File: config.mk
export PLATFORM = sky130hd
export DESIGN_NAME = alu_arbiter
export DESIGN_NICKNAME = d
export VERILOG_FILES = /design/src/rtl/alu_pkg.sv /design/src/rtl/rr_arbiter.sv /design/src/rtl/alu_arbiter.sv
export SDC_FILE = /design/constraint.sdc
export NUM_CORES = 1
export LEC_CHECK = 0
export ABC_AREA = 0
export CAP_MARGIN = 20
export CORE_ASPECT_RATIO = 0.5
export CORE_UTILIZATION = 34
export CTS_BUF_LIST = sky130_fd_sc_hd__clkbuf_2 sky130_fd_sc_hd__clkbuf_4 sky130_fd_sc_hd__clkbuf_8
export CTS_CLUSTER_SIZE = 14
export DETAILED_ROUTE_END_ITERATION = 6
export PLACE_DENSITY_LB_ADDON = 0.05
export SLEW_MARGIN = 40
export SYNTH_ARGS = -nofsm -noshare
export SYNTH_HDL_FRONTEND = slang
export SYNTH_SLANG_ARGS = --single-unit
File: constraint.sdc
create_clock -name clk -period 1.4 [get_ports clk]
set_input_delay 0.28 -clock clk [delete_from_list [all_inputs] [get_ports clk]]
set_output_delay 0.28 -clock clk [all_outputs]
set_load 0.01 [all_outputs]
File: src/rtl/alu_pkg.sv
// Shared definitions for the ALU arbiter slice: ALU control encodings and
// the arbiter FSM state type.
package alu_pkg;

    localparam logic ALU_ADD  = 1'b1;
    localparam logic ALU_ZERO = 1'b0;

    typedef enum logic [1:0] {
        IDLE,
        EXEC,
        RESP
    } arb_state_t;

endpackage

File: src/rtl/rr_arbiter.sv
// Combinational round-robin picker: finds the first set request at or after
// ptr (wrapping), and drives the one-hot grant only when enabled.
module rr_arbiter #(
    parameter  int NUM_REQ = 2,
    localparam int ID_W    = $clog2(NUM_REQ)
) (
    input  logic [NUM_REQ-1:0] req,
    input  logic [ID_W-1:0]    ptr,
    input  logic               en,
    output logic [NUM_REQ-1:0] grant_onehot,
    output logic [ID_W-1:0]    grant_idx
);

    logic found;
    int   idx;

    // grant_idx is computed regardless of en so the operand muxes settle early
    always_comb begin
        grant_onehot = '0;
        grant_idx    = '0;
        found        = 1'b0;
        idx          = 0;
        for (int k = 0; k < NUM_REQ; k++) begin
            idx = int'(ptr) + k;
            if (idx >= NUM_REQ) begin
                idx = idx - NUM_REQ;
            end
            if (!found && req[idx]) begin
                found     = 1'b1;
                grant_idx = ID_W'(idx);
            end
        end
        if (en && found) begin
            grant_onehot[grant_idx] = 1'b1;
        end
    end

endmodule

File: src/rtl/alu_arbiter.sv
// Shares one combinational ALU between NUM_REQ requesters: round-robin grant,
// registered ALU inputs, one tagged response at a time over valid/ready.
module alu_arbiter
    import alu_pkg::*;
#(
    parameter  int DATA_SIZE = 32,
    parameter  int CTRL_SIZE = 1,
    parameter  int NUM_REQ   = 2,
    localparam int ID_W      = $clog2(NUM_REQ)
) (
    input  logic                         clk,
    input  logic                         rst,
    input  logic [NUM_REQ-1:0]           req_valid,
    output logic [NUM_REQ-1:0]           req_ready,
    input  logic [NUM_REQ*DATA_SIZE-1:0] req_op1,
    input  logic [NUM_REQ*DATA_SIZE-1:0] req_op2,
    input  logic [NUM_REQ*CTRL_SIZE-1:0] req_ctrl,
    output logic [DATA_SIZE-1:0]         ALUop1,
    output logic [DATA_SIZE-1:0]         ALUop2,
    output logic [CTRL_SIZE-1:0]         ALUctrl,
    input  logic [DATA_SIZE-1:0]         ALUout,
    input  logic                         EQ,
    output logic                         rsp_valid,
    input  logic                         rsp_ready,
    output logic [ID_W-1:0]              rsp_id,
    output logic [DATA_SIZE-1:0]         rsp_data,
    output logic                         rsp_eq
);

    localparam logic [ID_W-1:0] LAST_ID = ID_W'(NUM_REQ - 1);

    arb_state_t            state;
    logic [ID_W-1:0]       rr_ptr;
    logic [ID_W-1:0]       rsp_id_next;
    logic                  grant_en;
    logic                  accept;
    logic [NUM_REQ-1:0]    grant_onehot;
    logic [ID_W-1:0]       grant_idx;
    logic [ID_W-1:0]       ptr_next;
    logic [DATA_SIZE-1:0]  sel_op1;
    logic [DATA_SIZE-1:0]  sel_op2;
    logic [CTRL_SIZE-1:0]  sel_ctrl;

    // Reset masks the grant so no requester sees an accept while reset is held
    assign grant_en = !rst && ((state == IDLE) || (state == RESP && rsp_ready));
    assign accept   = |grant_onehot;
    assign req_ready = grant_onehot;

    assign sel_op1  = req_op1[int'(grant_idx)*DATA_SIZE +: DATA_SIZE];
    assign sel_op2  = req_op2[int'(grant_idx)*DATA_SIZE +: DATA_SIZE];
    assign sel_ctrl = req_ctrl[int'(grant_idx)*CTRL_SIZE +: CTRL_SIZE];
    assign ptr_next = (grant_idx == LAST_ID) ? '0 : grant_idx + ID_W'(1);

    rr_arbiter #(
        .NUM_REQ(NUM_REQ)
    ) u_rr (
        .req         (req_valid),
        .ptr         (rr_ptr),
        .en          (grant_en),
        .grant_onehot(grant_onehot),
        .grant_idx   (grant_idx)
    );

    // An accept can only occur in IDLE or in RESP with the handshake, so the
    // operand load is shared by both paths ahead of the state case.
    always_ff @(posedge clk) begin
        if (rst) begin
            state       <= IDLE;
            rr_ptr      <= '0;
            rsp_id_next <= '0;
            ALUop1      <= '0;
            ALUop2      <= '0;
            ALUctrl     <= '0;
            rsp_valid   <= 1'b0;
            rsp_id      <= '0;
            rsp_data    <= '0;
            rsp_eq      <= 1'b0;
        end else begin
            if (accept) begin
                ALUop1      <= sel_op1;
                ALUop2      <= sel_op2;
                ALUctrl     <= sel_ctrl;
                rsp_id_next <= grant_idx;
                rr_ptr      <= ptr_next;
            end
            case (state)
                IDLE: begin
                    if (accept) begin
                        state <= EXEC;
                    end
                end
                EXEC: begin
                    rsp_data  <= ALUout;
                    rsp_eq    <= EQ;
                    rsp_id    <= rsp_id_next;
                    rsp_valid <= 1'b1;
                    state     <= RESP;
                end
                RESP: begin
                    if (rsp_ready) begin
                        rsp_valid <= 1'b0;
                        state     <= accept ? EXEC : IDLE;
                    end
                end
                default: begin
                    state <= IDLE;
                end
            endcase
        end
    end

endmodule

### After elaboration in Yosys (flattened, before gate mapping)

Cells that the tools add are included.

| cells by class | value |
|---|---|
| add/sub/neg operators | 4 |
| order comparisons | 6 |
| eq/ne operators | 4 |
| shifts and indexed selects | 3 |
| mux-type cells | 22 |
| reductions and logical operators | 13 |

Operators by type and width:

| cell | count |
|---|---|
| indexed part select 64 x 7 -> 32 bit | 2 |
| < comparator 32 x 3 -> 1 bit (second input constant) | 2 |
| two-way mux 32 bit | 2 |
| >= comparator 32 x 3 -> 1 bit (second input constant) | 1 |
| subtractor 32 x 3 -> 32 bit (second input constant) | 1 |
| two-way mux 1 bit | 14 |
| two-way mux 2 bit | 3 |
| case mux 2 bit (3 select lines) | 1 |
| logical AND 1 bit | 5 |
| != test 2 bit (second input constant) | 2 |
| AND reduction 2 bit | 2 |
| subtractor 1 x 2 -> 3 bit (second input constant) | 1 |
| adder 1 x 1 -> 2 bit (second input constant) | 1 |
| equality test 2 x 1 -> 1 bit (second input constant) | 1 |
| equality test 2 bit (second input constant) | 1 |
| >= comparator 1 x 2 -> 1 bit (second input constant) | 1 |
| logical NOT 1 bit | 2 |
| logical NOT 2 bit | 1 |
| < comparator 1 x 2 -> 1 bit (second input constant) | 1 |
| case mux 1 bit (2 select lines) | 1 |
| nonzero test 2 bit | 1 |
| OR reduction 2 bit | 1 |
| indexed part select 2 x 2 -> 1 bit | 1 |
| adder 1 bit (second input constant) | 1 |
| other kinds (3) | 3 |

| word-level totals | value |
|---|---|
| bits in registers | 104 |

### Longest topological paths before layout

Gate-level depths: netlist (run 1).

| depth | value |
|---|---|
| depth in word-level cells | 18 |
| mapped depth | 6 |
| gate-level depth less buffers | 3 |

### Hierarchy

A second synthesis (run 1) with hierarchy kept.

| unflattened totals | value |
|---|---|
| cell total of the unflattened synthesis | 467 |
| area, all modules | 4596.9 um^2 |

Modules (own cells, without submodules):

| module | times used | cells an instance | area an instance (um^2) | seq. area each (um^2) |
|---|---|---|---|---|
| alu_arbiter | 1 | 462 | 4569.4 | 2082.0 |
| rr_arbiter | 1 | 5 | 27.5 | 0.0 |

### Least setup slack after synthesis (run 1)

Ideal clock, no wire load.

| timing path | value |
|---|---|
| kind | input-to-output |
| start point | input port req_valid[0] |
| end point | output port req_ready[0] |
| arrival time | 1.380 ns |
| required time | 1.120 ns |
| path slack | -0.260 ns |
| cell stages on the path | 4 |
| path buffers | 3 |
| cell sequence | clkbuf_1 -> buf_2 -> clkbuf_1 -> nor4b_1 |

| on the way | value |
|---|---|
| word-level cells in the longest chain between the ends | 12 |
| elaborated cells between the ends (all ways) | 19 |
| classes of those cells | order compare (2); mux (13); reduce/logical (4) |

Ends and longest elaborated chain:

| item | RTL line | text |
|---|---|---|
| start, declared | alu_arbiter.sv:13 | `input logic [NUM_REQ-1:0] req_valid,` |
| two-way mux 1 bit (implied by the code) (3 in a row) | rr_arbiter.sv:28 | `if (!found && req[idx]) begin` |
| two-way mux 1 bit | rr_arbiter.sv:28 |  |
| logical NOT 1 bit | rr_arbiter.sv:28 |  |
| logical AND 1 bit | rr_arbiter.sv:28 |  |
| two-way mux 1 bit | rr_arbiter.sv:28 |  |
| < comparator 1 x 2 -> 1 bit (implied by the code) or >= comparator 1 bit (tied branches) | rr_arbiter.sv:34 | `grant_onehot[grant_idx] = 1'b1;` |
| logical AND 1 bit (implied by the code) | rr_arbiter.sv:34 |  |
| two-way mux 1 bit (implied by the code) | rr_arbiter.sv:34 |  |
| demux 1 bit (select 1 bit) | -- |  |
| two-way mux 2 bit * | rr_arbiter.sv:33 | `if (en && found) begin` |
| end, declared | alu_arbiter.sv:14 | `output logic [NUM_REQ-1:0] req_ready,` |

Every way passes the cells marked *; elsewhere a longest branch is shown, timed or not. The select of a mux whose other input is x is not followed.

### Worst setup path in the final report (run 1)

| timing path | value |
|---|---|
| start point | register state[0] |
| end point | output port req_ready[1] |

| on the way | value |
|---|---|
| word-level cells in the longest chain between the ends | 6 |
| elaborated cells between the ends (all ways) | 7 |
| classes of those cells | eq/ne (1); mux (1); reduce/logical (5) |

Ends and longest elaborated chain:

| item | RTL line | text |
|---|---|---|
| start, declared | alu_arbiter.sv:32 | `arb_state_t state;` |
| start signal, assigned | alu_arbiter.sv:102 | `state <= accept ? EXEC : IDLE;` |
| equality test 2 bit | alu_arbiter.sv:45 | `assign grant_en = !rst && ((state == IDLE) \|\| (state == RESP && rsp_ready));` |
| logical AND 1 bit | alu_arbiter.sv:45 |  |
| logical OR 1 bit * | alu_arbiter.sv:45 |  |
| logical AND 1 bit * | alu_arbiter.sv:45 |  |
| logical AND 1 bit * | rr_arbiter.sv:33 |  |
| two-way mux 2 bit * | rr_arbiter.sv:33 |  |

Every way passes the cells marked *; elsewhere a longest branch is shown, timed or not.

==> reports/qor.yml, run 1 <==
floorplan:
  io_pins: 270
  start_util: 0.354
  dieArea_sq_um: 12900
  core_area_sq_um: 12000
  die_h_microns: 80.9
  rows: 28
  die_w_microns: 160
drt:
  drt_first_iter_violations: 277
  ant_nets: 0
  highest_layer: "met4"
  route.detailed.drc: 0
  routedWlPerCell_microns: 18.3
  routed_wl_microns: 16700
  num_vias: 4800
  drtPass1Iterations: 4
  via_per_inst: 5.25
  dr_wl_met2_microns: 7620
  drt-met1-wl_microns: 7310
  wl_met3_microns: 1550
critical_path:
  worstRegToRegCells: 6
  start_kind: "flop"
  cp_max_fo: 4
  path_cells: "or2_4 > nor4b_4 > buf_2"
  cp.arrival_ns: 1.38
  timing.rr.start: "state[1]"
  crit_type: "reg2out"
  cp_slowest_cell: "dfxtp_2"
  cp-end-kind: "output pin"
  cp.required_ns: 1.12
  reg2reg_to: "ALUop1[25]"
  crit_path_max_incr_delay_ns: 0.33
  ff2ff_setup_slack_ns: -0.25
clock_tree:
  clock_latency_ns: 0.39
  cts.path.max_buffers: 2
  cts_tree: "built"
  cts_made_buffers: 9
  cts_sinks: 104
  cts.clk_slew.worst_paths_ns: 0.11
  cts_root_buf: "clkbuf_8"
  cts_max_level: 3
power_and_ir_drop:
  pwr-share-clk: 0.261
  peakVddDrop_mv: 0.433
  power_density_nw_per_um2: 917
  power.total_mw: 7.13
  p_seq_frac: 0.470
  switching_power_mw: 2.13
  p_int_mw: 5.00
  pwr-share-comb: 0.269
  swShare: 0.299
  p_leak_nw: 3.32
global_route:
  antenna_found_initial: 0
  grt_max_degree: 61
  grt_use_total: 0.255
  grt_pass1_wl_microns: 25400
  overflow: 0
  grt_pass1_vias: 4488
logic_synthesis:
  syn_avg_cell_area_sq_um: 8.77
  synth.distinct_cells: 27
  ys_ff_latch: 104
  syn_inst: 483
  synth.net_count: 651
  syn-cell-area_sq_um: 4240
  ys.warnings.count: 0
  ys_seq_area_frac: 0.491
sta:
  tightest_slew_ns: 0.647
  holdWs_ns: 0.416
  setup_viol: 70
  slew_viol_final: 0
  rsz0062_at_grt: "yes"
  fmax_mhz: 602
  hold_viol_final: 0
  setup_slack_ns: -0.261
  finalSetupTns_ns: -10.60
  fin_worst_skew_ns: 0.0108
  min_period_over_period: 1.19
  min_period_ns: 1.66
  slew-limit-headroom: 0.568
worst_hold_path:
  hold_path_class: "in2reg"
  hold_end: "rsp_id_next"
  hold_start: "req_valid[0]"
  whs_path_depth: 4
layout:
  syn2layout_area_growth_pct: 83.3
  drive_gt1_frac: 0.105
  layout_common_cells: "clkdlybuf4s50_1, nand2_1, dfxtp_1, dlygate4sd2_1, a221o_1"
  finalNonFillerCells: 915
  final_area_sq_um: 7770
  layout.cells.most_common: "clkdlybuf4s50_1"
  diodes: 0
  fin_util: 0.648
  fin_nets: 913
status:
  violations: "negative setup slack"
  outcome: "complete, but fails checks"
place:
  hpwl_microns: 9700
  port_buffers: 269
  detailed_place.area_sq_um: 7100
  placed_cells: 878
  pre_cts_ws_ns: -0.995
  gp_congestion: 0.751
flow_run:
  drv_cap: 0
-- worst max-delay path by stage --
stage / cells past startpoint / endpoint / startpoint
after floorplan: 6 / ALUctrl / state[0]
after global placement: 5 / ALUop1[6] / rst
after detailed placement: 5 / ALUop1[4] / rst
after CTS: 3 / req_ready[1] / state[0]
after global routing: 3 / req_ready[0] / state[0]
final: 3 / req_ready[1] / state[0]
-- final cells by class --
cell class	count	area, sq um
Tap cell	165	206
Inverter	3	11.3
Sequential cell	104	2080
Multi-Input combinational cell	318	1970
Clock buffer	9	124
Fill cell	1064	4210
Clock inverter	7	65.1
Timing Repair Buffer	309	3300
-- registers in the layout, summed over array words and instances (netlist names) --
name	flops
ALUctrl	1
rsp_data	32
ALUop1	32
rr_ptr	1
rsp_eq	1
state	2
rsp_id	1
ALUop2	32
rsp_id_next	1
rsp_valid	1
-- worst max-delay path, delay by kind of cell, from the launching register on --
| family | cells | cell delay (ns) |
|---|---|---|
| flops | 1 | 0.33 |
| simple gates | 2 | 0.49 |
| buf+inv | 1 | 0.19 |
-- power by group through the flow --
stage               clock network (mW)  logic (mW)  registers (mW)
finish                            1.86        1.92            3.35
global route                      2.04        2.05            3.38
CTS                               1.91        1.92            3.35
detailed placement                   0        1.88            3.41
global placement                     0        1.86            3.42
floorplan                            0       0.619            3.53
-- routing by layer --
metal,global-route usage,vias to the layer above
met5,0,-
met4,0.0676,0
met3,0.0832,19
met2,0.422,196
met1,0.323,2265
li1,-,2320
-- cells by family after synthesis --
| kind of cell | share of synthesized area |
|---|---|
| simple gates | 0.238 |
| compound gates | 0.205 |
| buf+inv | 0.0652 |
| flops | 0.491 |
-- cells in the mapped netlist, drive strengths merged --
library cell | count | area, sq um
nor4 | 65 | 407
nor4b | 2 | 32.5
nor2 | 2 | 7.51
nand3 | 1 | 5.00
inv | 3 | 11.3
clkbuf | 35 | 131
a311oi | 1 | 8.76
nor2b | 3 | 18.8
nor3b | 1 | 7.51
and2 | 1 | 6.26
nand2b | 2 | 12.5
buf | 23 | 134
a211oi | 1 | 7.51
o21ai | 1 | 5.00
or2 | 2 | 12.5
a21oi | 35 | 175
a41oi | 1 | 8.76
a31o | 1 | 8.76
nand2 | 133 | 499
dfxtp | 104 | 2080
a221o | 65 | 651
a31oi | 1 | 6.26
-- repair_timing --
action	CTS	global route
pin swaps	9	1
setup endpoints to repair	170	72
endpoints found under the hold margin	0	0
cloned	13	0
hold buffers	0	0
resized for setup	142	8
buffers inserted	9	0
Power figures use the tool's default switching activity.
==> run 2: changes to the inputs <==
--- a/config.mk
+++ b/config.mk
@@ -12,6 +12,7 @@
 export CTS_BUF_LIST = sky130_fd_sc_hd__clkbuf_2 sky130_fd_sc_hd__clkbuf_4 sky130_fd_sc_hd__clkbuf_8
 export CTS_CLUSTER_SIZE = 14
 export DETAILED_ROUTE_END_ITERATION = 6
+export GPL_ROUTABILITY_DRIVEN = 0
 export PLACE_DENSITY_LB_ADDON = 0.05
 export SLEW_MARGIN = 40
 export SYNTH_ARGS = -nofsm -noshare
==> results of run 2 <==
Final layout, timing and power as in run 1 (identical DEF).
==> run 3: changes to the inputs <==
--- a/config.mk
+++ b/config.mk
@@ -7,8 +7,10 @@
 export LEC_CHECK = 0
 export ABC_AREA = 0
 export CAP_MARGIN = 20
+export CELL_PAD_IN_SITES_DETAIL_PLACEMENT = 1
+export CELL_PAD_IN_SITES_GLOBAL_PLACEMENT = 1
 export CORE_ASPECT_RATIO = 0.5
-export CORE_UTILIZATION = 34
+export CORE_UTILIZATION = 23
 export CTS_BUF_LIST = sky130_fd_sc_hd__clkbuf_2 sky130_fd_sc_hd__clkbuf_4 sky130_fd_sc_hd__clkbuf_8
 export CTS_CLUSTER_SIZE = 14
 export DETAILED_ROUTE_END_ITERATION = 6
==> run 3 against run 2 <==
The flow still finishes with violations (negative setup slack). Global-route usage down 6.3 points. Worst hold slack improved by 0.019 ns. Critical path depth stayed put. Final cell count rose by 9.2%. Critical path type unchanged. Critical endpoint unchanged.
==> reports/qor.yml, run 3 (synthesized netlist as in run 1, its figures left out) <==
sta:
  setup_slack_ns: -0.287
  min_period_over_period: 1.20
  fmax_mhz: 593
  setup_viol: 68
  slew_viol_final: 0
  slew-limit-headroom: 0.519
  tightest_slew_ns: 0.722
  rsz0062_at_grt: "yes"
  fin_worst_skew_ns: 0.0149
  hold_viol_final: 0
  min_period_ns: 1.69
  holdWs_ns: 0.435
critical_path:
  cp.arrival_ns: 1.41
  cp-end-kind: "output pin"
  cp_top_family: "simple AND/OR/NAND/NOR gates"
  crit_type: "reg2out"
  crit_path_max_incr_delay_ns: 0.34
  path_cells: "or2_4 > nor4b_4 > buf_2"
  cp.buffers_inverters: 1
  cp.required_ns: 1.12
  cp_slowest_cell: "dfxtp_2"
  cp_max_fo: 3
  start_kind: "flop"
floorplan:
  io_pins: 270
  die_h_microns: 98.0
  core_area_sq_um: 17700
  die_w_microns: 194
  start_util: 0.239
  rows: 34
  dieArea_sq_um: 19000
clock_tree:
  cts.path.max_buffers: 2
  cts_max_level: 3
  cts_tree: "built"
  cts.clk_slew.worst_paths_ns: 0.11
  hold_buffers: 0
  cts_root_buf: "clkbuf_8"
  cts_made_buffers: 9
  cts_sinks: 104
  clock_latency_ns: 0.39
global_route:
  antenna_found_initial: 1
  overflow: 0
  grt_pass1_wl_microns: 28700
  grt_use_total: 0.192
  grt_max_degree: 63
  grt_pass1_vias: 4968
drt:
  num_vias: 4928
  drt_first_iter_violations: 183
  drtPass1Iterations: 4
  ant_nets: 0
  routed_wl_microns: 19900
  routedWlPerCell_microns: 19.9
  route.detailed.drc: 0
  via_per_inst: 4.93
worst_hold_path:
  hold_path_class: "in2reg"
flow_run:
  drv_cap: 0
place:
  detailed_place.area_sq_um: 7300
  pre_cts_ws_ns: -0.887
  placed_cells: 955
  port_buffers: 269
  hpwl_microns: 12000
power_and_ir_drop:
  power.total_mw: 7.47
  power_density_nw_per_um2: 922
  peakVddDrop_mv: 0.523
  p_leak_nw: 3.43
layout:
  layout.cells.most_common: "clkdlybuf4s50_1"
  fillCellCount: 2016
  fin_nets: 927
  finalNonFillerCells: 999
  drive_gt1_frac: 0.134
  reg.largest.list: "ALUop1 x32, ALUop2 x32, rsp_data x32"
  final_area_sq_um: 8090
  syn2layout_area_growth_pct: 91.0
  layout_common_cells: "clkdlybuf4s50_1, nand2_1, dfxtp_1, dlygate4sd2_1, a221o_1"
status:
  violations: "negative setup slack"
  outcome: "complete, but fails checks"
-- run 3: changes by cell type in the layout (fill, tap and decap cells not counted), moves of 5 or more --
cell       before  now
buf_6           2    8
bufbuf_16       6    1
clkbuf_16       0    8
nor4_1         59   50
nor4_2          6   13
-- run 3: metal layers --
| layer | vias up | GRT usage | part of all wire |
|---|---|---|---|
| met5 | - | 0 | 0 |
| met3 | 15 | 0.0649 | 0.064 |
| met2 | 140 | 0.312 | 0.46 |
| met4 | 0 | 0.0446 | 0.011 |
| li1 | 2350 | - | - |
| met1 | 2423 | 0.246 | 0.46 |
-- run 3: worst min-delay path: cells and delay by family --
| kind | cells | cell delay (ns) |
|---|---|---|
| buffers and inverters | 1 | 0.40 |
| AOI/OAI and AO/OA | 1 | 0.05 |
| and+or+nand+nor | 1 | 0.06 |
-- run 3: path summary, 6_finish.rpt --
| path | startpoint | slack [ns] | endpoint | depth (start not counted) |
|---|---|---|---|---|
| max | state[0] | -0.29 | req_ready[1] | 3 |
| min | ALUout[24] | 0.44 | rsp_data[24] | 3 |
| max reg2reg | state[1] | -0.27 | ALUop1[29] | 7 |
| min reg2reg | rsp_id | 0.46 | rsp_id | 2 |
-- run 3: layout make-up --
type	instances	area (sq um)	area share
multi-input cells	318	2050	0.254
repair buffers	323	3440	0.425
well taps	234	293	0.0362
inverters	3	11.3	0.00139
clock inverters	5	63.8	0.00788
clock buffers	11	145	0.0179
flip-flops and latches	104	2090	0.258
diodes	1	2.50	0.000309
-- run 3: what timing repair did --
action / CTS / global route
cloned: 5 / 11
resized for setup: 128 / 32
setup endpoints to repair: 168 / 70
pin swaps: 4 / 29
buffers inserted: 3 / 8
-- run 3: stage by stage --
| stage | TNS (ns) | util |
|---|---|---|
| after global routing | -18.06 | 0.457 |
| after detailed placement | -50.01 | 0.412 |
| after global placement | -47.70 | 0.412 |
| after CTS | -11.36 | 0.431 |
| final | -14.33 | 0.457 |
| after floorplan | -3.11 | - |
-- run 3: where the power goes --
| part | leakage [nW] | switching, mW | internal (mW) |
|---|---|---|---|
| registers | 0.856 | 0.137 | 3.22 |
| logic | 2.47 | 0.889 | 1.15 |
| clock network | 0.104 | 1.16 | 0.911 |
==> RTL change, RTL diff (settings of run 3) <==
The 3 states of `arb_state_t` get a one-hot encoding in 3 bits.
--- a/src/rtl/alu_pkg.sv
+++ b/src/rtl/alu_pkg.sv
@@ -5,10 +5,10 @@
     localparam logic ALU_ADD  = 1'b1;
     localparam logic ALU_ZERO = 1'b0;
 
-    typedef enum logic [1:0] {
-        IDLE,
-        EXEC,
-        RESP
+    typedef enum logic [2:0] {
+        IDLE = 3'b001,
+        EXEC = 3'b010,
+        RESP = 3'b100
     } arb_state_t;
 
 endpackage
Check against the original RTL: same outputs for any inputs over 4 cycles, from zero or initial values and one cycle with rst high; so few cycles prove little.
==> RTL change against run 3 <==
  * The run still ends with negative setup slack left
  * Synthesized area down 0.15%
  * Worst setup slack worse by 0.26 ns
  * Sequential cell count up 1
  * Routed wire length down 9.8%
  * Final area up 6.6%
  * Clock skew down 0.0080 ns
  * Power up 9.1%
  * Largest power group unchanged
  * Highest routed layer unchanged
==> RTL change: results (changes against run 3) <==
metric;value;unit;change
met2 usage;31.4;%;+0.20 points
Crit-path slowest cell;a2111o_1;;
vias in the first global route;4768;;-4.0%
Final TNS setup;-26.65;ns;-12.32 ns
# diodes;0;;-1
Reg clk slew, reported paths;0.10;ns;
hold_ws;0.442;ns;+0.00669 ns
GRT Overall Usage;17.7;%;-1.5 points
status;finished with violations;;
Avg Cell Area, Syn;9.00;sq um;+2.6%
Iter 0 DRT Violations;63;;-66%
Post-Syn Nets;638;;-2.0%
initial antenna violation count;0;;-1
relative slew slack;62.0;%;+10 points
Crit path max-delay family;compound AO/OA/AOI/OAI gates;;
Worst Path Max Fanout;3;;unchanged
Post-synth EDFFs;0;;unchanged
met1 usage;20.2;%;-4.4 points
Seq/Total Area, Yosys;49.7;%;+0.55 points
fin worst setup slack;-0.542;ns;-0.256 ns
Synth Flop Type;dfxtp_1;;
GR Util met3;7.08;%;+0.59 points
Worst Hold Class;in -> reg;;
drt pass-1 iters;4;;unchanged
global-route wire length before repair;26.1;mm;-9.0%
fillers;1972;;-2.2%
Static Leak;3.74;nW;+9.1%
failing checks;negative setup slack;;
worst IR drop on VDD;0.464;mV;-11%
Root Driver;clkbuf_8;;
placed cell count;956;;+0.10%
DR WL/cell;17.8;microns;-10%
# setup viols final;71;;+4.4%
Num CTS Buffers;9;;unchanged
final net count;935;;+0.86%
post-place setup slack;-0.878;ns;+0.00881 ns
total number of vias;4587;;-6.9%
Clk Latency, worst-skew pair;0.37;ns;-0.02 ns
grt ovf;0;;unchanged
Post-synth top cells;105 x dfxtp_1, 70 x a21oi_1, 68 x nand2_1;;
crit path DAT;1.66;ns;+0.25 ns
largest net degree at the start of global routing;69;;+9.5%
reg2reg setup slack;-0.45;ns;-0.18 ns
top post-synthesis cells by area;dfxtp_1 50%, mux2i_1 15%, a21oi_1 8.3%, nand2_1 6.0%, a211oi_1 5.5%;;
port bufs;269;;unchanged
Via density;4.56;;-7.6%
Syn. warnings;0;;unchanged
HPWL after DPL;11.3;mm;-6.3%
layout cell share with drive strength beyond 1;24.6;%;+11 points
final setup skew;0.00686;ns;-0.00801 ns
CP peak stage delay;0.46;ns;+0.12 ns
CTS H-tree lvls;3;;unchanged
Cell variety after synth;24;;-11%
placed instance area;7320;sq um;+0.27%
==> RTL change: cell types whose count changed after synthesis, moves of 2 or more <==
cell      delta
mux2i_1     +65
a211oi_1    +30
a221o_1     -65
a21oi_1     +35
buf_1        -4
nor3_1       +2
buf_4        +2
nor2_1      +32
nor4_1      -65
o21ai_0     +36
clkbuf_1    -16
nand2_1     -65
nand2b_1     +3
==> RTL change: final timing paths <==
check | startpoint | to | depth (start not counted)
min | ALUout[31] | rsp_data[31] | 3
max | state[2] | req_ready[1] | 5
max reg2reg | state[2] | ALUop1[28] | 9
min reg2reg | rsp_data[14] | rsp_data[14] | 2
==> RTL change: kinds of logic after synthesis <==
logic type	synth area share (%)
multiplexers	15.4
buffers and inverters	4.97
AO/OA/AOI/OAI	19.1
AND/OR/NAND/NOR	10.9
flip-flops	49.7
==> RTL change: metal layers <==
layer  wire, microns  share of wire [%]
met3            1220                6.8
met2            8840                 49
met5               0                  0
met4             230                1.3
met1            7630                 43
==> RTL change: worst register-to-register path, stage by stage (launching register included) <==
cell and delay, ns:
dfxtp_2 0.35, nand2b_4 0.14, a2111o_1 0.46, clkinv_2 0.08, buf_6 0.10, buf_12 0.13, buf_12 0.16, buf_16 0.15
o21ai_2 0.06, a21oi_1 0.16
==> RTL change: cell type report <==
type | count | area [sq um] | area share (%)
well taps | 234 | 293 | 3.39
multi-input cells | 322 | 2450 | 28.4
clock buffers | 13 | 173 | 2.00
inverters | 3 | 12.5 | 0.145
clock inverters | 3 | 47.5 | 0.551
repair buffers | 326 | 3540 | 41.1
flip-flops and latches | 105 | 2110 | 24.5
==> RTL change: what timing repair did <==
| item | 4_1_cts | 5_1_grt |
|---|---|---|
| hold buffers | 0 | 0 |
| setup endpoints to repair | 205 | 99 |
| pin swaps | 15 | 6 |
| gates cloned | 10 | 8 |
| resized for setup | 192 | 123 |
| buffers inserted | 9 | 11 |
==> RTL change: per-stage QoR <==
step / power (mW) / utilization (%)
CTS: 7.90 / 45.4
global placement: 5.44 / 41.4
detailed placement: 5.46 / 41.4
floorplan: 4.23 / -
finish: 8.15 / 48.7
global route: 8.56 / 48.7
==> RTL change: report_power, final <==
part / switching (mW) / total, mW / leakage [nW] / internal, mW
Sequential: 0.179 / 3.42 / 0.862 / 3.24
Clock: 1.09 / 2.10 / 0.113 / 1.00
Combinational: 1.13 / 2.63 / 2.76 / 1.49
Total: 2.41 / 8.15 / 3.74 / 5.74
